`src/rtl/sccb_req_arbiter_pkg.sv`:
```
// Shared types and OV7670 register constants for the SCCB write-request arbiter.
package sccb_arb_pkg;

  typedef enum logic [1:0] {S_IDLE, S_ISSUE, S_GAP} state_t;

  localparam logic [7:0] OV7670_COM7_ADDR    = 8'h12;
  localparam int         OV7670_COM7_RST_BIT = 7;
  localparam logic [7:0] OV7670_WR_ID        = 8'h42;

  // COM7 with the reset bit set restarts the sensor and needs the long idle gap.
  function automatic logic is_soft_reset(input logic [7:0] regi, input logic [7:0] value);
    return (regi == OV7670_COM7_ADDR) && value[OV7670_COM7_RST_BIT];
  endfunction

endpackage

```
`src/rtl/sccb_req_arbiter_if.sv`:
```
// Requester-side and SCCB-master-side signals of the arbiter; slave = arbiter, master = environment.
interface sccb_req_arbiter_if #(
  parameter int N_REQ = 3
);
  logic [N_REQ-1:0]   req;
  logic [8*N_REQ-1:0] regi;
  logic [8*N_REQ-1:0] value;
  logic [N_REQ-1:0]   ack;
  logic [N_REQ-1:0]   err;
  logic               busy;
  logic               sccb_send;
  logic [7:0]         sccb_regi;
  logic [7:0]         sccb_value;
  logic               sccb_taken;

  modport slave (
    input  req, regi, value, sccb_taken,
    output ack, err, busy, sccb_send, sccb_regi, sccb_value
  );

  modport master (
    output req, regi, value, sccb_taken,
    input  ack, err, busy, sccb_send, sccb_regi, sccb_value
  );
endinterface

```
`src/rtl/sccb_rr_picker.sv`:
```
// Round-robin winner over requesters 1..N_REQ-1, scanning upward from ptr with wrap to 1.
// Purely combinational; also returns the pointer to use after granting the winner.
module sccb_rr_picker #(
  parameter int N_REQ = 3,
  parameter int IW    = $clog2(N_REQ)
) (
  input  logic [N_REQ-1:1] req,
  input  logic [IW-1:0]    ptr,
  output logic             found,
  output logic [IW-1:0]    winner,
  output logic [IW-1:0]    next_ptr
);
  logic [IW-1:0] idx;

  always_comb begin
    found    = 1'b0;
    winner   = '0;
    next_ptr = ptr;
    idx      = '0;
    for (int k = 0; k < N_REQ - 1; k++) begin
      idx = IW'(((int'(ptr) - 1 + k) % (N_REQ - 1)) + 1);
      if (!found && req[idx]) begin
        found    = 1'b1;
        winner   = idx;
        next_ptr = (int'(idx) == N_REQ - 1) ? IW'(1) : IW'(int'(idx) + 1);
      end
    end
  end
endmodule

```
`src/rtl/sccb_req_arbiter.sv`:
```
// Shares one SCCB write master among N_REQ requesters (port 0 strict priority, rest round-robin).
// Grant to send high takes 2 cycles; requests are sampled only in IDLE, after the post-write gap.
module sccb_req_arbiter
  import sccb_arb_pkg::*;
#(
  parameter int N_REQ          = 3,
  parameter int GAP_CYCLES     = 25000,
  parameter int RST_GAP_CYCLES = 250000,
  parameter int TIMEOUT_CYCLES = 1000000
) (
  input logic               clk_i,
  input logic               rst_i,
  sccb_req_arbiter_if.slave bus
);
  localparam int IW     = $clog2(N_REQ);
  localparam int MAX_A  = (GAP_CYCLES > RST_GAP_CYCLES) ? GAP_CYCLES : RST_GAP_CYCLES;
  localparam int MAX_P  = (MAX_A > TIMEOUT_CYCLES) ? MAX_A : TIMEOUT_CYCLES;
  localparam int CW_RAW = $clog2(MAX_P) + 1;
  localparam int CW     = (CW_RAW < 20) ? 20 : CW_RAW;

  state_t           state, state_nxt;
  logic [IW-1:0]    ptr, owner, rr_winner, rr_next, grant_idx;
  logic             rr_found, any_req, taken_hit, timeout_hit, gap_done;
  logic [CW-1:0]    cnt, gap_limit;
  logic             send_q;
  logic [7:0]       regi_q, value_q;
  logic [N_REQ-1:0] ack_q, err_q;

  sccb_rr_picker #(.N_REQ(N_REQ), .IW(IW)) u_picker (
    .req      (bus.req[N_REQ-1:1]),
    .ptr      (ptr),
    .found    (rr_found),
    .winner   (rr_winner),
    .next_ptr (rr_next)
  );

  assign any_req     = bus.req[0] | rr_found;
  assign grant_idx   = bus.req[0] ? '0 : rr_winner;
  assign gap_limit   = is_soft_reset(regi_q, value_q) ? CW'(RST_GAP_CYCLES - 1) : CW'(GAP_CYCLES - 1);
  // taken is checked first below, so a coincident timeout still completes as an ack
  assign taken_hit   = (state == S_ISSUE) && bus.sccb_taken;
  assign timeout_hit = (state == S_ISSUE) && (cnt == CW'(TIMEOUT_CYCLES - 1));
  assign gap_done    = (state == S_GAP) && (cnt == gap_limit);

  always_comb begin
    state_nxt = state;
    unique case (state)
      S_IDLE:  if (any_req) state_nxt = S_ISSUE;
      S_ISSUE: if (taken_hit || timeout_hit) state_nxt = S_GAP;
      S_GAP:   if (gap_done) state_nxt = S_IDLE;
      default: state_nxt = S_IDLE;
    endcase
  end

  always_ff @(posedge clk_i) begin
    if (rst_i) begin
      state   <= S_IDLE;
      ptr     <= IW'(1);
      owner   <= '0;
      cnt     <= '0;
      send_q  <= 1'b0;
      regi_q  <= '0;
      value_q <= '0;
      ack_q   <= '0;
      err_q   <= '0;
    end else begin
      state <= state_nxt;
      ack_q <= '0;
      err_q <= '0;
      case (state)
        S_IDLE: begin
          cnt    <= '0;
          send_q <= 1'b0;
          if (any_req) begin
            owner   <= grant_idx;
            regi_q  <= bus.regi[{grant_idx, 3'b000} +: 8];
            value_q <= bus.value[{grant_idx, 3'b000} +: 8];
            if (!bus.req[0]) ptr <= rr_next;
          end
        end
        S_ISSUE: begin
          if (taken_hit) begin
            send_q       <= 1'b0;
            ack_q[owner] <= 1'b1;
            cnt          <= '0;
          end else if (timeout_hit) begin
            send_q       <= 1'b0;
            err_q[owner] <= 1'b1;
            cnt          <= '0;
          end else begin
            send_q <= 1'b1;
            cnt    <= cnt + 1'b1;
          end
        end
        S_GAP: cnt <= gap_done ? '0 : cnt + 1'b1;
        default: begin
          send_q <= 1'b0;
          cnt    <= '0;
        end
      endcase
    end
  end

  assign bus.busy       = (state != S_IDLE);
  assign bus.sccb_send  = send_q;
  assign bus.sccb_regi  = regi_q;
  assign bus.sccb_value = value_q;
  assign bus.ack        = ack_q;
  assign bus.err        = err_q;
endmodule

```
`src/flat_wrapper.sv`:
```
// flat-port wrapper written by rule: the top's interface ports become plain ports
module sccb_req_arbiter_flat import sccb_arb_pkg::*;
#(
  parameter int N_REQ          = 3,
  parameter int GAP_CYCLES     = 25000,
  parameter int RST_GAP_CYCLES = 250000,
  parameter int TIMEOUT_CYCLES = 1000000
)
  (clk_i, rst_i, bus_req, bus_regi, bus_value, bus_sccb_taken, bus_ack, bus_err, bus_busy, bus_sccb_send, bus_sccb_regi, bus_sccb_value);
  sccb_req_arbiter_if #(.N_REQ(N_REQ)) bus_i ();
  input logic clk_i;
  input logic rst_i;
  input wire logic [$bits(bus_i.req)-1:0] bus_req;
  input wire logic [$bits(bus_i.regi)-1:0] bus_regi;
  input wire logic [$bits(bus_i.value)-1:0] bus_value;
  input wire logic [$bits(bus_i.sccb_taken)-1:0] bus_sccb_taken;
  output wire logic [$bits(bus_i.ack)-1:0] bus_ack;
  output wire logic [$bits(bus_i.err)-1:0] bus_err;
  output wire logic [$bits(bus_i.busy)-1:0] bus_busy;
  output wire logic [$bits(bus_i.sccb_send)-1:0] bus_sccb_send;
  output wire logic [$bits(bus_i.sccb_regi)-1:0] bus_sccb_regi;
  output wire logic [$bits(bus_i.sccb_value)-1:0] bus_sccb_value;
  assign bus_i.req = bus_req;
  assign bus_i.regi = bus_regi;
  assign bus_i.value = bus_value;
  assign bus_i.sccb_taken = bus_sccb_taken;
  assign bus_ack = bus_i.ack;
  assign bus_err = bus_i.err;
  assign bus_busy = bus_i.busy;
  assign bus_sccb_send = bus_i.sccb_send;
  assign bus_sccb_regi = bus_i.sccb_regi;
  assign bus_sccb_value = bus_i.sccb_value;
  sccb_req_arbiter #(.N_REQ(N_REQ), .GAP_CYCLES(GAP_CYCLES), .RST_GAP_CYCLES(RST_GAP_CYCLES), .TIMEOUT_CYCLES(TIMEOUT_CYCLES)) u_core (.clk_i(clk_i), .rst_i(rst_i), .bus(bus_i));
endmodule
```
`config.mk`:
```
export PLATFORM = sky130hd
export DESIGN_NAME = sccb_req_arbiter_flat
export DESIGN_NICKNAME = d
export VERILOG_FILES = /design/src/rtl/sccb_req_arbiter_pkg.sv /design/src/rtl/sccb_req_arbiter_if.sv /design/src/rtl/sccb_rr_picker.sv /design/src/rtl/sccb_req_arbiter.sv /design/src/flat_wrapper.sv
export SDC_FILE = /design/constraint.sdc
export NUM_CORES = 1
export LEC_CHECK = 0
export CORE_MARGIN = 4
export CORE_UTILIZATION = 42
export CTS_BUF_LIST = sky130_fd_sc_hd__clkbuf_8 sky130_fd_sc_hd__clkbuf_16
export CTS_CLUSTER_SIZE = 12
export DETAILED_ROUTE_END_ITERATION = 16
export PLACE_DENSITY = 0.76
export SLEW_MARGIN = 20
export SYNTH_ARGS = -nofsm -noshare
export SYNTH_HDL_FRONTEND = slang
export SYNTH_HIERARCHICAL = 1
export SYNTH_SLANG_ARGS = --single-unit
```
`constraint.sdc`:
```
create_clock -name clk_i -period 2.1 [get_ports clk_i]
set_input_delay 0.63 -clock clk_i [delete_from_list [all_inputs] [get_ports clk_i]]
set_output_delay 0.63 -clock clk_i [all_outputs]
set_load 0.03 [all_outputs]
```
==> results.md <==
- Number of global-route vias before repair: 2598
- Xor/xnor cell area share of the yosys netlist: 6.23%
- Layout area overhead: 59.8%
- DRT iter0 DRCs: 212
- Die height: 85.7 um
- TritonCTS clock tree: done
- Power Dens Cells: 867 nW/um^2
- Cell Area, Synth: 2530 sq um
- Pleak: 1.49 nW
- Hpwl dp: 5.46 mm
- Share of layout cells above drive strength 1: 22.2%
- Crit start category: register
- CP Class: register to register
- Starting density of the core: 43.0%
- Die ar.: around 7300 sq um
- Commonest non-fill, non-tap cell in the layout: clkdlybuf4s50_1
- Ys Warns: 6
- Slew margin rel.: 75.1%
- Final setup margin: -0.0857 ns
- Routed wire length: 8.10 mm
- Arr. time, crit path: 2.39 ns
- Initial antenna violation count: 0
- Max-Cap Viols: 0
- TritonCTS Sinks: 50
- # diodes: 0
- Die W: 85.7 um
- Floorplan row count: 28
- H-tree levels: 2
- Worst path required time: 2.31 ns
- Grt total ovfl: 0
- Tcrit/Tclk final: 104%
- Post-route DRC: 0
- Fraction of registers with async set/reset: 0%
- Adder-Cell Fraction of Synth Area: slightly below 2%
- Core Area: approximately 5900 sq um
- CTS root buf: clkbuf_8
- Class of the worst hold path: register to register
- Number of synthesized flops with an enable pin: 0
- Most frequent cells in the layout: 73 x clkdlybuf4s50_1, 46 x dfxtp_1, 40 x nor2_1
- Max VDD drop: about 0.00068 V
- Final hold slack: 0.514 ns
- Syn Area/Cell: around 8 sq um
- Vias: 2759
- CTS hold repair buffers: 0
- Post-synthesis register bit count: 50
- Mux cell area share after synthesis: 1.19%
- Worst-Skew Late Latency: about 0.32 ns
- Clk_skew: 0.0101 ns
- Synth Net Count: 373
- Average via count per standard cell: 5.50
- Nets: about 480
- Failing checks: negative setup slack
- Maximum clock path buffer count: 2
- Complex-gate fraction of the synthesized area: roughly 20%
- Critical path peak fanout: 5
- RSZ-0062 raised after global routing: true
- Largest net degree at the start of global routing: 33
- Final Wtd Congestion: 0.879
- Simple logic cell fraction of the synthesized area: 26.6%
- Worst Tran Pin Value: 0.370 ns
- Final Slew Violations: 0
- Clk slew on worst S/H paths: 0.11 ns
- I/O Buffers: just under 80
- Global-route usage over all layers: about a fifth
- Status: complete, but fails checks
- Total CTS buffers: 5
- Critical path capture point type: register
- Dpl ws: -0.445 ns
- Post-synth top flop: dfxtp_1
- Final hold viol count: 0
- Min Tclk post-route: 2.19 ns
- I/O Pins: just under 80
- First-pass detailed-route iteration total: 4
- Fmax: about 460 MHz
- Unique masters post-synth: 43
- First-pass GRT wire length: 11.9 mm
- Largest family of logic cells by synthesized area: simple AND/OR/NAND/NOR gates
- Final Setup Violations: 21
- Setup_tns: -1.32 ns
- Register area share after synthesis: 39.5%
- Antenna-violating nets left: 0
- Cells after synthesis: 315
- Drt wl/cell: 16.1 um
==> state kept, by name (all words and copies together), names as in the netlist <==
register / flops
u_core/cnt: 21
u_core/bus.sccb_regi: 8
u_core/bus.sccb_value: 8
u_core/bus.ack: 3
u_core/bus.err: 3
u_core/owner: 2
u_core/ptr: 2
u_core/state: 2
u_core/bus.sccb_send: 1
==> path summary, 6_finish.rpt <==
kind / slack (ns) / depth (start not counted) / startpoint / end
max: -0.09 / 8 / u_core/cnt[0] / u_core/cnt[15]
min: 0.51 / 1 / u_core/owner[0] / u_core/bus.err[0]
max reg2reg: -0.09 / 8 / u_core/cnt[0] / u_core/cnt[15]
min reg2reg: 0.51 / 1 / u_core/owner[0] / u_core/bus.err[0]
==> metrics by stage <==
stage                     area (sq um)  total power [W]  util [%]  instances
after floorplan                   2540          0.00207         -        315
after global placement            3620          0.00271      61.6        486
after detailed placement          3620          0.00274      61.6        486
after CTS                         3760          0.00336      64.0        496
after global routing              4050          0.00370      68.8        502
final                             4050          0.00351      68.8        502
==> cells by family (layout without fill, tap and decap cells) <==
logic type,count (synthesis),after routing
AOI/OAI and AO/OA,77,77
muxes,3,3
adders and majority gates,4,4
DFF,50,50
and+or+nand+nor,136,136
buffers and inverters,27,139
xor gates and xnor gates,18,18
==> layout make-up <==
cell class	count	area (sq um)
clock buffer	5	68.8
sequential	50	1010
tap	75	93.8
inverter	8	30.0
fill	458	1840
timing repair buffer	123	1190
clock inverter	3	28.8
multi-input combinational	238	1630
==> synth_stat cells (all sizes together), types with 2 or more instances <==
| master | count | area share [%] |
|---|---|---|
| a21oi | 14 | 2.9 |
| and3 | 2 | 0.54 |
| and4 | 3 | 1.0 |
| inv | 8 | 1.2 |
| nand2 | 19 | 2.9 |
| nand4 | 6 | 1.5 |
| nand3 | 12 | 2.6 |
| nor3 | 4 | 0.79 |
| clkbuf | 14 | 2.1 |
| xnor2 | 12 | 4.2 |
| nor4 | 3 | 0.74 |
| mux2i | 3 | 1.2 |
| buf | 5 | 1.5 |
| and2 | 2 | 0.49 |
| nand2b | 6 | 1.5 |
| a31oi | 2 | 0.49 |
| nor2b | 12 | 3.0 |
| or4 | 3 | 0.89 |
| o21ai | 22 | 4.3 |
| dfxtp | 50 | 40 |
| o211ai | 16 | 4.7 |
| xor2 | 6 | 2.1 |
| ha | 4 | 2.0 |
| nand3b | 2 | 0.59 |
| a22oi | 17 | 5.0 |
| nor2 | 57 | 8.4 |
==> critical path, cell delays in order, from the launching register on <==
cell	delay [ns]
dfxtp_2	0.37
ha_4	0.14
nand2_2	0.05
or4_1	0.42
o41a_1	0.34
a211o_1	0.37
nand3_4	0.18
clkbuf_16	0.18
a21oi_2	0.03
==> power by group <==
| part | total, W | switching (W) | internal [W] | leakage (nW) |
|---|---|---|---|---|
| clock | 0.000610 | 0.000362 | 0.000248 | 0.0502 |
| sequential | 0.00123 | 0.000125 | 0.00111 | 0.410 |
| combinational | 0.00166 | 0.000906 | 0.000757 | 1.03 |
==> metal layers <==
layer	track usage, %	wire length, um	share of wire (%)
met3	5.76	615	7.6
met1	26.2	3370	42
met4	8.06	225	2.8
met2	30.9	3880	48
met5	0	0	0
==> what timing repair did <==
action,in CTS,in global routing
buffers inserted,2,3
resized for setup,9,53
pin swaps,3,24
cloned,0,3
setup endpoints to repair,31,35
(Power assumes the default switching activity.)
